$ cat src/rtl/intc_prio8.sv
// intc_prio8: eight-source priority interrupt controller feeding a single CPU vector input.
// Latency: src rise at edge k -> pending after k -> interrupt/irq after k+1; re-arbitration one cycle after eoi.
// Backpressure: one request at a time; a request not acknowledged within TIMEOUT cycles is withdrawn.
//
// Ports:
//   clock, reset        : system clock, synchronous active-high reset
//   src[7:0]            : rising-edge event lines, src[0] highest priority
//   mask_we, mask_wdata : mask register write (bit=1 disables that source)
//   int_ack, eoi        : CPU handshake pulses (handler entry, IRET)
//   interrupt, irq      : registered request and vector index to the CPU
//   in_service          : high while a handler runs
//   pending, mask       : pending latch and mask register contents
//   timeout_err         : one-cycle pulse when a request is withdrawn unacknowledged
module intc_prio8 #(
  parameter logic [7:0] MASK_RESET = 8'h00,
  parameter int         TIMEOUT    = 16
) (
  input  logic       clock,
  input  logic       reset,
  input  logic [7:0] src,
  input  logic       mask_we,
  input  logic [7:0] mask_wdata,
  input  logic       int_ack,
  input  logic       eoi,
  output logic       interrupt,
  output logic [2:0] irq,
  output logic       in_service,
  output logic [7:0] pending,
  output logic [7:0] mask,
  output logic       timeout_err
);

  // Counter only has to reach TIMEOUT-1; it restarts on every entry to REQ.
  localparam int CW = (TIMEOUT > 2) ? $clog2(TIMEOUT) : 1;
  localparam logic [CW-1:0] WAIT_LAST = CW'(TIMEOUT - 1);

  typedef enum logic [1:0] {
    S_IDLE    = 2'd0,
    S_REQ     = 2'd1,
    S_SERVICE = 2'd2
  } state_t;

  state_t        state;
  logic [7:0]    src_d;
  logic [CW-1:0] wait_cnt;

  logic [7:0] rise;
  logic [7:0] eligible;
  logic [7:0] clr;
  logic [2:0] winner;

  assign rise     = src & ~src_d;
  assign eligible = pending & ~mask;

  // Lowest set index wins; scanning downwards leaves the lowest one last.
  always_comb begin
    winner = 3'd0;
    for (int i = 7; i >= 0; i--) begin
      if (eligible[i]) winner = 3'(i);
    end
  end

  // Only an acknowledge of the live request clears its pending bit.
  always_comb begin
    clr = 8'h00;
    if (state == S_REQ && int_ack) clr[irq] = 1'b1;
  end

  always_ff @(posedge clock) begin
    if (reset) begin
      src_d       <= 8'h00;
      pending     <= 8'h00;
      mask        <= MASK_RESET;
      state       <= S_IDLE;
      interrupt   <= 1'b0;
      irq         <= 3'd0;
      in_service  <= 1'b0;
      timeout_err <= 1'b0;
      wait_cnt    <= '0;
    end else begin
      src_d <= src;
      // Clear first, then set: a fresh edge on the acknowledged bit survives.
      pending     <= (pending & ~clr) | rise;
      timeout_err <= 1'b0;
      if (mask_we) mask <= mask_wdata;

      case (state)
        S_IDLE: begin
          if (eligible != 8'h00) begin
            irq       <= winner;
            interrupt <= 1'b1;
            wait_cnt  <= '0;
            state     <= S_REQ;
          end
        end
        S_REQ: begin
          // Acknowledge takes precedence over an expiring wait.
          if (int_ack) begin
            interrupt  <= 1'b0;
            in_service <= 1'b1;
            state      <= S_SERVICE;
          end else if (wait_cnt == WAIT_LAST) begin
            interrupt   <= 1'b0;
            timeout_err <= 1'b1;
            state       <= S_IDLE;
          end else begin
            wait_cnt <= wait_cnt + 1'b1;
          end
        end
        S_SERVICE: begin
          if (eoi) begin
            in_service <= 1'b0;
            state      <= S_IDLE;
          end
        end
        default: begin
          interrupt  <= 1'b0;
          in_service <= 1'b0;
          state      <= S_IDLE;
        end
      endcase
    end
  end

endmodule

$ cat config.mk
export PLATFORM = sky130hd
export DESIGN_NAME = intc_prio8
export DESIGN_NICKNAME = d
export VERILOG_FILES = /design/src/rtl/intc_prio8.sv
export SDC_FILE = /design/constraint.sdc
export NUM_CORES = 1
export LEC_CHECK = 0
export CORE_ASPECT_RATIO = 1.25
export CORE_MARGIN = 2
export CORE_UTILIZATION = 42
export CTS_CLUSTER_DIAMETER = 30
export DETAILED_ROUTE_END_ITERATION = 8
export HOLD_SLACK_MARGIN = 0.15
export PLACE_DENSITY_LB_ADDON = 0.1
export SLEW_MARGIN = 5
export SYNTH_ARGS = -nofsm -noshare
export SYNTH_HDL_FRONTEND = slang
export SYNTH_SLANG_ARGS = --single-unit
$ cat constraint.sdc
create_clock -name clock -period 1.6 [get_ports clock]
set_clock_uncertainty 0.1 [all_clocks]
set_input_delay 0.32 -clock clock [delete_from_list [all_inputs] [get_ports clock]]
set_output_delay 0.32 -clock clock [all_outputs]
set_load 0.02 [all_outputs]
* After elaboration in Yosys (flattened, before gate mapping)
Index checks and enable logic that the tools add are counted.
Operators by class: add/sub/neg operators 1, order comparisons 2, eq/ne operators 9, mux-type cells 28, bitwise logic cells 10, reduce and logical (&&, ||, !) cells 11
Operator list (count):
- 8-bit bitwise AND | 3
- 3-bit 2-to-1 mux | 8
- 8-bit inverter | 3
- 4-bit 2-to-1 mux | 3
- 2-bit != test, second input constant | 5
- 3-bit AND reduction | 3
- 2-bit 2-to-1 mux | 4
- 8-bit 2-to-1 mux | 1
- 8-bit bitwise OR | 1
- 4-bit case mux with 2 select lines | 1
- 8-bit nonzero test | 1
- 1-bit 2-to-1 mux | 7
- 1-bit case mux with 3 select lines | 2
- 2-bit case mux with 3 select lines | 1
- 4-bit by 1-bit adder with 4-bit output, second input constant | 1
- 4-bit == test, second input constant | 1
- 3-bit by 4-bit less-than comparator with 1-bit output, second input constant | 1
- 4-bit AND reduction | 1
- 1-bit demux with 3-bit select | 1
- 3-bit by 1-bit >= comparator with 1-bit output, second input constant | 1
- 3-bit by 2-bit != test with 1-bit output, second input constant | 1
- 1-bit inverter | 3
- 3-bit OR reduction | 1
- 2-bit by 1-bit == test with 1-bit output, second input constant | 1
- other kinds (5) | 6
Word-level totals: flip-flop bits (word level) 36, logic and storage cells 70

* Logic depth before layout (Yosys ltp)
Gate-level depths: netlist of the first run.
depth in word-level cells 10, gate-level depth with buffers 6

* Worst setup path before layout of the first run
No wires, ideal clock.
path type register to register, from reg mask[4], to reg irq[0], data arrival time 1.549 ns, data required time 1.384 ns, setup slack -0.164 ns, cell stages (with the launch flop) 6, path buffers 0, cell sequence dfxtp_1 nor2b_4 or4_4 o21ai_4 nor3_1 a31o_1
On the way: word-level cells in the longest chain between the ends 7, elaborated cells on any way between the ends 9, classes of those cells 5 x mux; 2 x bitwise; 2 x reduce/logical
Ends and longest elaborated chain:
- start: declaration | line 29 | output logic [7:0] mask,
- start signal: assignment | line 85 | if (mask_we) mask <= mask_wdata;
- 8-bit inverter (*) | line 53 | assign eligible = pending & ~mask;
- 8-bit bitwise AND (*) | line 53
- 3-bit 2-to-1 mux (5 in series) | line 59 | if (eligible[i]) winner = 3'(i);
- end signal: assignment | line 90 | irq <= winner;
- end: declaration | line 26 | output logic [2:0] irq,
Mark *: on every way between the ends. The rest lies on a longest branch, timed or not. A chain may end at the register's enable or synchronous reset.

* Final worst setup path of the first run
from reg pending[4], to reg irq[0]
On the way: word-level cells in the longest chain between the ends 6, elaborated cells on any way between the ends 8, classes of those cells 5 x mux; 1 x bitwise; 2 x reduce/logical
Ends and longest elaborated chain:
- start: declaration | line 28 | output logic [7:0] pending,
- start signal: assignment | line 83 | pending <= (pending & ~clr) | rise;
- 8-bit bitwise AND (*) | line 53
- 3-bit 2-to-1 mux (5 in series) | line 59
Marks and branches as above.

==> results of run 1 <==
-- cell type report --
class / count / area share, %
clock buffers: 8 / 4.181
inverters: 3 / 0.5226
multi-input cells: 111 / 34.09
flip-flops and latches: 36 / 33.97
well taps: 39 / 2.265
repair buffers: 58 / 24.97
-- registers in the layout (all words and copies together), names as in the netlist --
signal / cells
mask: 8
pending: 8
src_d: 8
wait_cnt: 4
irq: 3
state: 2
in_service: 1
interrupt: 1
timeout_err: 1
-- power by group --
part | internal, mW | switching [mW] | total, mW | leakage [nW]
clock network | 0.351 | 0.301 | 0.652 | 0.0455
logic | 0.240 | 0.252 | 0.492 | 0.586
registers | 0.965 | 0.0493 | 1.01 | 0.300
total | 1.56 | 0.602 | 2.16 | 0.931
-- tightest hold or removal path: stages (launching register included) --
cell,delay (ns)
dfxtp_1,0.31
inv_1,0.05
a221oi_1,0.07
-- kinds of logic after synthesis --
group	count (synthesis)	synth area share [%]
fa+ha+maj	1	0.8509
buf+inv	8	2.553
simple gates	66	26.21
flops	36	49.02
compound gates	36	15.92
mux	8	5.447
-- worst max-delay path by stage --
stage	start	to	slack, ns
after floorplan	pending[6]$_SDFF_PP0_	irq[0]$_SDFFE_PP0P_	-0.10
after global placement	pending[6]$_SDFF_PP0_	irq[0]$_SDFFE_PP0P_	-0.11
after detailed placement	int_ack	wait_cnt[3]$_SDFFE_PP0P_	-0.18
after CTS	pending[4]$_SDFF_PP0_	irq[0]$_SDFFE_PP0P_	-0.12
after global routing	pending[4]$_SDFF_PP0_	wait_cnt[3]$_SDFFE_PP0P_	-0.21
final	pending[4]$_SDFF_PP0_	irq[0]$_SDFFE_PP0P_	-0.13
-- what timing repair did --
action,in CTS,in global routing
endpoints found under the setup margin,29,8
pin swaps,5,1
resized for setup,25,2
buffers inserted,0,1
-- stage by stage --
stage | setup TNS, ns | hold slack (ns) | instances | power (mW) | worst slack (ns)
6_report | -0.6171 | 0.3771 | 255 | 2.158 | -0.1341
5_1_grt | -1.235 | 0.3970 | 255 | 2.264 | -0.2064
3_5_place_dp | -1.346 | 0.3680 | 246 | 1.546 | -0.1832
3_3_place_gp | -0.6455 | 0.3655 | 246 | 1.532 | -0.1107
2_1_floorplan | -0.2325 | 0.2985 | 155 | 1.296 | -0.1050
4_1_cts | -0.5560 | 0.3758 | 254 | 2.174 | -0.1174
-- Yosys cell counts, drive strengths merged --
library cell  count
clkbuf            3
nor3              2
a31o              1
o211ai            2
a21oi            17
o41ai             1
mux2i             8
or4               1
nand2b           15
ha                1
nor2b            14
dfxtp            36
a211oi            1
nand4             1
o31ai             2
a22oi             1
a221oi            2
nor4              1
nor3b             1
nand3b            3
o21ai             7
buf               2
nand3             7
and2b             1
a31oi             1
or2b              1
o311a             1
nand2             5
inv               3
nor2             14
-- routing by layer --
| layer | wire [um] | part of all wire [%] | vias to the layer above |
|---|---|---|---|
| met2 | 1694 | 48 | 36 |
| li1 | - | - | 663 |
| met3 | 191 | 5.4 | 8 |
| met5 | 0 | 0 | - |
| met1 | 1565 | 44 | 611 |
| met4 | 69 | 2.0 | 0 |
==> metrics.txt, run 1 <==
worst path cell trace nor2b_4, or4_4, o21ai_4, buf_4, a31o_1; r2r setup slk -0.13 ns; most frequent cells in the layout dfxtp_1, dlygate4sd2_1, clkdlybuf4s50_1, nand2b_1, a21oi_1; Slew Viols, Final 0; MaxCap Viol Count 0; Post-Syn Nets 177; Cell Area, Synth 1470 um^2; Reg clk slew, reported paths 0.07 ns; worst-path fanout max 8; ANT nets after route 0; largest stage delay on the critical path 0.55 ns; CTS root buf clkbuf_8; CP Class reg -> reg; Die W 56.92 um; CTS tree yes; final hold viol count 0; # IOs 43; met2 Use GR 30.78%; vias in the first global route 1,291; global-route wire length before repair 5892 um; R2R cell count 5; area grow syn2layout 46.55%; clock latency on the worst-skew pair 0.29 ns; CTS sink cnt 36; slew at the pin closest to its max-slew limit 0.3520 ns; post-route clock period utilization 108.4%; ant diodes 0; hold path cells 2; drt initial violations 27; post-route setup slack -0.1341 ns; startpoint types flip-flop; Synth Instances 155; footprint of the multi-input gates 734.5 um^2; RR Endpoint irq[0]$_SDFFE_PP0P_; H-Tree Depth 2; commonest non-fill, non-tap cell in the layout dfxtp_1; crit path capture type flip-flop; vias per inst 5.169; initial antenna violation count 0; total global routing overflow 0; CORE AREA 3423 um^2; crit path DAT 1.87 ns; wire per inst 13.81 um; CP Buf/Inv Count 1; YS warnings 0; Yosys top cell by area dfxtp_1; peak supply drop 0.7319 mV; Post-Route WL 3521 um; slowest cell on the critical path or4_4; clock buffer count from CTS 5; Final Util 62.94%; crit-path leading delay family simple AND/OR/NAND/NOR gates; met1 Track Usage GR 23.79%; total track usage 19.17%; power per cell area 1001 nW/um^2; largest cells by area after synthesis dfxtp_1, nand2b_1, a21oi_1, mux2i_1, nor2b_1; Yosys reg bits 36; syn_area_per_cell 9.485 um^2; Worst slew margin 76.48%; Remaining DRCs 0; dpl hpwl 2698 um; hold crit path type reg -> reg; fmax 0.5767 GHz; DR pass1 iterations 4; Chip Height 70.15 um; Setup violations, final 7; Endpoint, Worst Hold interrupt$_SDFFE_PP0P_; FF-to-FF Start pending[4]$_SDFF_PP0_; area taken by flip-flops and latches 732.0 um^2; # port buffers 42; status finished with violations; leakage power 0.9314 nW; GRT busiest layer met2; # fillers 311; Worst path depth 5; hold_sp interrupt$_SDFFE_PP0P_; pin count of the biggest net entering global routing 24; full die area 3992 um^2; Crit path required time 1.73 ns; Post-Layout Inst Area 2155 um^2; # nets final 237; share of cells above drive strength 1 18.98%; RSZ-0062 raised after global routing yes; CTS hold repair buffers 0; met3 GRT Util 4.815%; Rows 24; violated checks negative setup slack; top-area cell type share of the netlist area 49.02%; Yosys cell types 35; placed cell area 2066 um^2; minimum clock period 1.734 ns; total number of vias 1,318; Starting Density 42.95%; clock tree buffer depth 2; Seq/Total Area, Yosys 49.02%; Placer Congestion 0.8265
(Power assumes the default switching activity.)
==> run 2, diff against run 1 <==
--- a/config.mk
+++ b/config.mk
@@ -7,7 +7,7 @@
 export LEC_CHECK = 0
 export CORE_ASPECT_RATIO = 1.25
 export CORE_MARGIN = 2
-export CORE_UTILIZATION = 42
+export CORE_UTILIZATION = 50
 export CTS_CLUSTER_DIAMETER = 30
 export DETAILED_ROUTE_END_ITERATION = 8
 export HOLD_SLACK_MARGIN = 0.15
==> constraint.sdc (replaced) <==
create_clock -name clock -period 2.07 [get_ports clock]
set_clock_uncertainty 0.1 [all_clocks]
set_input_delay 0.414 -clock clock [delete_from_list [all_inputs] [get_ports clock]]
set_output_delay 0.414 -clock clock [all_outputs]
set_load 0.02 [all_outputs]
==> metrics.txt, run 2 (synthesized netlist as in run 1, its figures left out) <==
Post-Layout Inst Area 1983 um^2 (-8.0%); MaxCap Viol Count 0 (unchanged); power per cell area 764.0 nW/um^2 (-24%); post-CTS setup buffers 0 (unchanged); CTS sink cnt 36 (unchanged); Largest regs mask (8), pending (8), src_d (8); RR Endpoint irq[0]$_SDFFE_PP0P_; CP Buf/Inv Count 1 (unchanged); sw frac 28.42% (+0.53 points); dpl cells 230 (-6.5%); pin count of the biggest net entering global routing 26 (+8.3%); crit path DAT 1.44 ns (-0.43 ns); global-route wire length before repair 5175 um (-12%); hold path cells 2 (unchanged); CORE AREA 2863 um^2 (-16%); Setup violations, final 0 (-7); Internal 1.084 mW (-30%); CTS tree yes; commonest non-fill, non-tap cell in the layout clkdlybuf4s50_1; total track usage 21.00% (+1.8 points); crit path capture type primary output; Resize count post-CTS 0 (-100%); CTS root buf clkbuf_4; leakage power 0.7561 nW (-19%); hold_sp interrupt$_SDFFE_PP0P_; # nets final 223 (-5.9%); Clk pwr share 25.2% (-5.0 points); # port buffers 42 (unchanged); r2r setup slk 0.30 ns (+0.43 ns); Crit path required time 1.56 ns (-0.17 ns); Comb power frac 22.7% (about the same); Slew Viols, Final 0 (unchanged); Reg clk slew, reported paths 0.10 ns (+0.03 ns); vias per inst 5.218 (+0.96%); minimum clock period 1.955 ns; slowest cell on the critical path clkdlybuf4s50_1; Die W 52.50 um (-7.8%); setup_tns 0 ns (+0.6171 ns); Rows 22 (-8.3%); hold_ws 0.3838 ns (+0.006722 ns); Non-Filler Instances 238 (-6.7%); Chip Height 64.63 um (-7.9%); peak supply drop 0.6211 mV (-15%); R2R cell count 5 (unchanged); placed cell area 1924 um^2 (-6.8%); clock latency on the worst-skew pair 0.33 ns (+0.04 ns); FF-to-FF Start pending[4]$_SDFF_PP0_; final hold viol count 0 (unchanged); most frequent cells in the layout clkdlybuf4s50_1, dfxtp_1, a21oi_1, nand2b_1, nor2_1; status completed; Starting Density 51.35% (+8.4 points); Endpoint, Worst Hold interrupt$_SDFFE_PP0P_; DR pass1 iterations 4 (unchanged); total number of vias 1,242 (-5.8%); CP Class reg -> out; worst path cell trace clkdlybuf4s50_1; Worst slew margin 70.06% (-6.4 points); Seq pwr share 52.1% (+5.1 points); vias in the first global route 1,155 (-11%); startpoint types flip-flop; total global routing overflow 0 (unchanged); Placer Congestion 0.8543 (+3.4%); ant diodes 0 (unchanged); largest stage delay on the critical path 0.65 ns (+0.10 ns); area grow syn2layout 34.89%; # IOs 43 (unchanged); post-route clock period utilization 94.45%; clock tree buffer depth 2 (unchanged); RSZ-0062 raised after global routing no; switching power 0.4306 mW (-28%); slew at the pin closest to its max-slew limit 0.4477 ns (+0.09567 ns); initial antenna violation count 0 (unchanged); Remaining DRCs 0 (unchanged); Pwr Total 1.515 mW (-30%); crit-path leading delay family buffers and inverters; H-Tree Depth 2 (unchanged); fmax 0.5115 GHz; CTS hold repair buffers 0 (unchanged); full die area 3393 um^2 (-15%); clock buffer count from CTS 5 (unchanged); Post-Route WL 3091 um (-12%); drt initial violations 15 (-44%); worst-path fanout max 7 (-1); ANT nets after route 0 (unchanged); dpl hpwl 2381 um (-12%); wire per inst 12.99 um (-5.9%); hold crit path type reg -> reg; share of cells above drive strength 1 7.921% (-11 points)
[run 2: cell types whose count changed in the layout (fill, tap and decap cells not counted), sizes merged]
cell and delta:
buf -14, dlygate4sd2 -22, clkdlybuf4s50 +22
[run 2: cell type report]
class | count | area, um^2
Sequential cell | 36 | 720.7
Fill cell | 260 | 879.6
Timing Repair Buffer | 44 | 435.4
Clock buffer | 8 | 58.81
Multi-Input combinational cell | 111 | 711.9
Tap cell | 36 | 45.04
Inverter | 3 | 11.26
[run 2: worst max path at each step]
stage / from / end / depth (start not counted)
finish: irq[0]$_SDFFE_PP0P_ / irq[0] / 1
global placement: int_ack / wait_cnt[3]$_SDFFE_PP0P_ / 5
CTS: irq[0]$_SDFFE_PP0P_ / irq[0] / 1
global route: irq[0]$_SDFFE_PP0P_ / irq[0] / 1
detailed placement: int_ack / wait_cnt[3]$_SDFFE_PP0P_ / 5
floorplan: mask[4]$_SDFFE_PP0P_ / irq[0]$_SDFFE_PP0P_ / 5
[run 2: routing by layer]
layer,track usage [%],wire length (um)
met5,0,0
met4,9.936,70
met3,7.834,170
met2,31.25,1461
met1,26.51,1389
[run 2: per-stage QoR]
stage / utilization, % / worst slack [ns]
final: 69.27 / 0.1149
after global routing: 69.27 / 0.02395
after CTS: 69.27 / 0.09719
after detailed placement: 67.22 / 0.1820
after global placement: 67.22 / 0.2665
after floorplan: - / 0.3059
[run 2: power groups by stage]
stage | clock [mW] | sequential [mW] | combinational [mW]
3_5_place_dp | 0 | 0.805 | 0.345
6_report | 0.382 | 0.789 | 0.344
2_1_floorplan | 0 | 0.839 | 0.159
3_3_place_gp | 0 | 0.804 | 0.336
5_1_grt | 0.428 | 0.798 | 0.376
4_1_cts | 0.397 | 0.790 | 0.346
==> run 3, diff against run 2 <==
--- a/config.mk
+++ b/config.mk
@@ -10,6 +10,7 @@
 export CORE_UTILIZATION = 50
 export CTS_CLUSTER_DIAMETER = 30
 export DETAILED_ROUTE_END_ITERATION = 8
+export GPL_TIMING_DRIVEN = 0
 export HOLD_SLACK_MARGIN = 0.15
 export PLACE_DENSITY_LB_ADDON = 0.1
 export SLEW_MARGIN = 5
==> metrics.txt, run 3 (synthesized netlist as in run 1, its figures left out) <==
CTS sink cnt 36 (unchanged); area grow syn2layout 32.85%; # port buffers 40 (-4.8%); slowest cell on the critical path clkdlybuf4s50_1; CP Class reg -> out; CORE AREA 2863 um^2 (unchanged); Crit path required time 1.56 ns (about the same); initial antenna violation count 0 (unchanged); # nets final 224 (+0.45%); Remaining DRCs 0 (unchanged); drt initial violations 22 (+7); post-CTS setup buffers 0 (unchanged); hold_ws 0.2052 ns (-0.1786 ns); crit-path leading delay family buffers and inverters; footprint of the multi-input gates 711.9 um^2 (unchanged); fmax 0.5049 GHz (-1.3%); Rows 22 (unchanged); sw frac 29.38% (+0.96 points); share of cells above drive strength 1 7.500% (-0.42 points); H-Tree Depth 2 (unchanged); ANT nets after route 0 (unchanged); leakage power 0.7423 nW (-1.8%); Placer Congestion 0.8582 (+0.46%); Non-Filler Instances 236 (-0.84%); global-route wire length before repair 5692 um (+10%); largest stage delay on the critical path 0.65 ns (about the same); post-route setup slack 0.08943 ns (-0.02549 ns); CTS tree yes; switching power 0.4278 mW (-0.66%); power per cell area 745.4 nW/um^2 (-2.4%); Largest regs mask (8), pending (8), src_d (8); total track usage 23.15% (+2.1 points); Slew Viols, Final 0 (unchanged); Worst slew margin 65.14% (-4.9 points); Pwr Total 1.456 mW (-3.9%); commonest non-fill, non-tap cell in the layout clkdlybuf4s50_1; slew at the pin closest to its max-slew limit 0.5228 ns (+0.07513 ns); vias per inst 5.479 (+5.0%); vias in the first global route 1,280 (+11%); post-route clock period utilization 95.68% (+1.2 points); Die W 52.50 um (unchanged); CTS root buf clkbuf_4; placed cell area 1916 um^2 (-0.46%); worst path cell trace clkdlybuf4s50_1; dpl hpwl 2505 um (+5.2%); final hold viol count 0 (unchanged); worst-path fanout max 7 (unchanged); Internal 1.028 mW (-5.2%); # fillers 259 (-0.38%); most frequent cells in the layout clkdlybuf4s50_1, dfxtp_1, a21oi_1, nand2b_1, nor2_1; DR pass1 iterations 4 (unchanged); # IOs 43 (unchanged); ant diodes 0 (unchanged); clock buffer count from CTS 5 (unchanged); dpl cells 231 (+0.43%); total number of vias 1,293 (+4.1%); MaxCap Viol Count 0 (unchanged); CTS hold repair buffers 0 (unchanged); Post-Layout Inst Area 1953 um^2 (-1.5%); startpoint types flip-flop; Setup violations, final 0 (unchanged); peak supply drop 0.6181 mV (-0.48%); pin count of the biggest net entering global routing 11 (-58%); Chip Height 64.63 um (unchanged); RSZ-0062 raised after global routing no; clock latency on the worst-skew pair 0.34 ns (about the same); pre-CTS setup slack 0.1798 ns (-0.002210 ns); CP Buf/Inv Count 1 (unchanged); Starting Density 51.35% (unchanged); Resize count post-CTS 0 (unchanged); Post-Route WL 3380 um (+9.3%); Seq pwr share 54.3% (+2.2 points); crit path capture type primary output; area taken by flip-flops and latches 720.7 um^2 (unchanged); setup_tns 0 ns (unchanged); Final Util 68.23% (-1.0 points); total global routing overflow 0 (unchanged); clock tree buffer depth 2 (unchanged); full die area 3393 um^2 (unchanged); wire per inst 14.32 um (+10%); Comb power frac 23.6% (+0.9 points); Clk pwr share 22.0% (-3.2 points); minimum clock period 1.981 ns (+0.02549 ns); Reg clk slew, reported paths 0.10 ns (about the same); crit path DAT 1.47 ns (+0.03 ns); hold crit path type in -> reg; status completed
-- run 3: worst register-to-register path, delay by kind of cell (launching register included) --
kind / cells / cell delay (ns)
simple gates: 3 / 0.79
compound gates: 2 / 0.46
flops: 1 / 0.35
-- run 3: per-layer routing --
layer	global-route usage [%]	share of wire, %
met3	8.065	4.2
met5	0	0
met4	8.974	1.6
met2	39.84	51
met1	25.40	43
-- run 3: area by class of cell --
cell class              count  share of cell area, %
flip-flops and latches     36                  36.90
multi-input cells         111                  36.45
repair buffers             40                  20.50
well taps                  36                  2.306
clock buffers               5                  1.922
plain buffers               5                  1.345
inverters                   3                 0.5766
-- run 3: power groups by stage --
| stage | sequential (mW) | clock, mW | combinational [mW] |
|---|---|---|---|
| after floorplan | 0.839 | 0 | 0.159 |
| after global placement | 0.803 | 0 | 0.336 |
| after detailed placement | 0.806 | 0 | 0.342 |
| after CTS | 0.791 | 0.323 | 0.345 |
| after global routing | 0.800 | 0.362 | 0.376 |
| final | 0.791 | 0.321 | 0.344 |
-- run 3: path summary, 6_finish.rpt --
check / end / start / cells after the start / slack, ns
hold reg to reg: interrupt$_SDFFE_PP0P_ / interrupt$_SDFFE_PP0P_ / 2 / 0.37
setup reg to reg: irq[0]$_SDFFE_PP0P_ / pending[4]$_SDFF_PP0_ / 5 / 0.30
hold / removal: src_d[4]$_SDFF_PP0_ / reset / 2 / 0.21
setup / recovery: irq[0] / irq[0]$_SDFFE_PP0P_ / 1 / 0.09
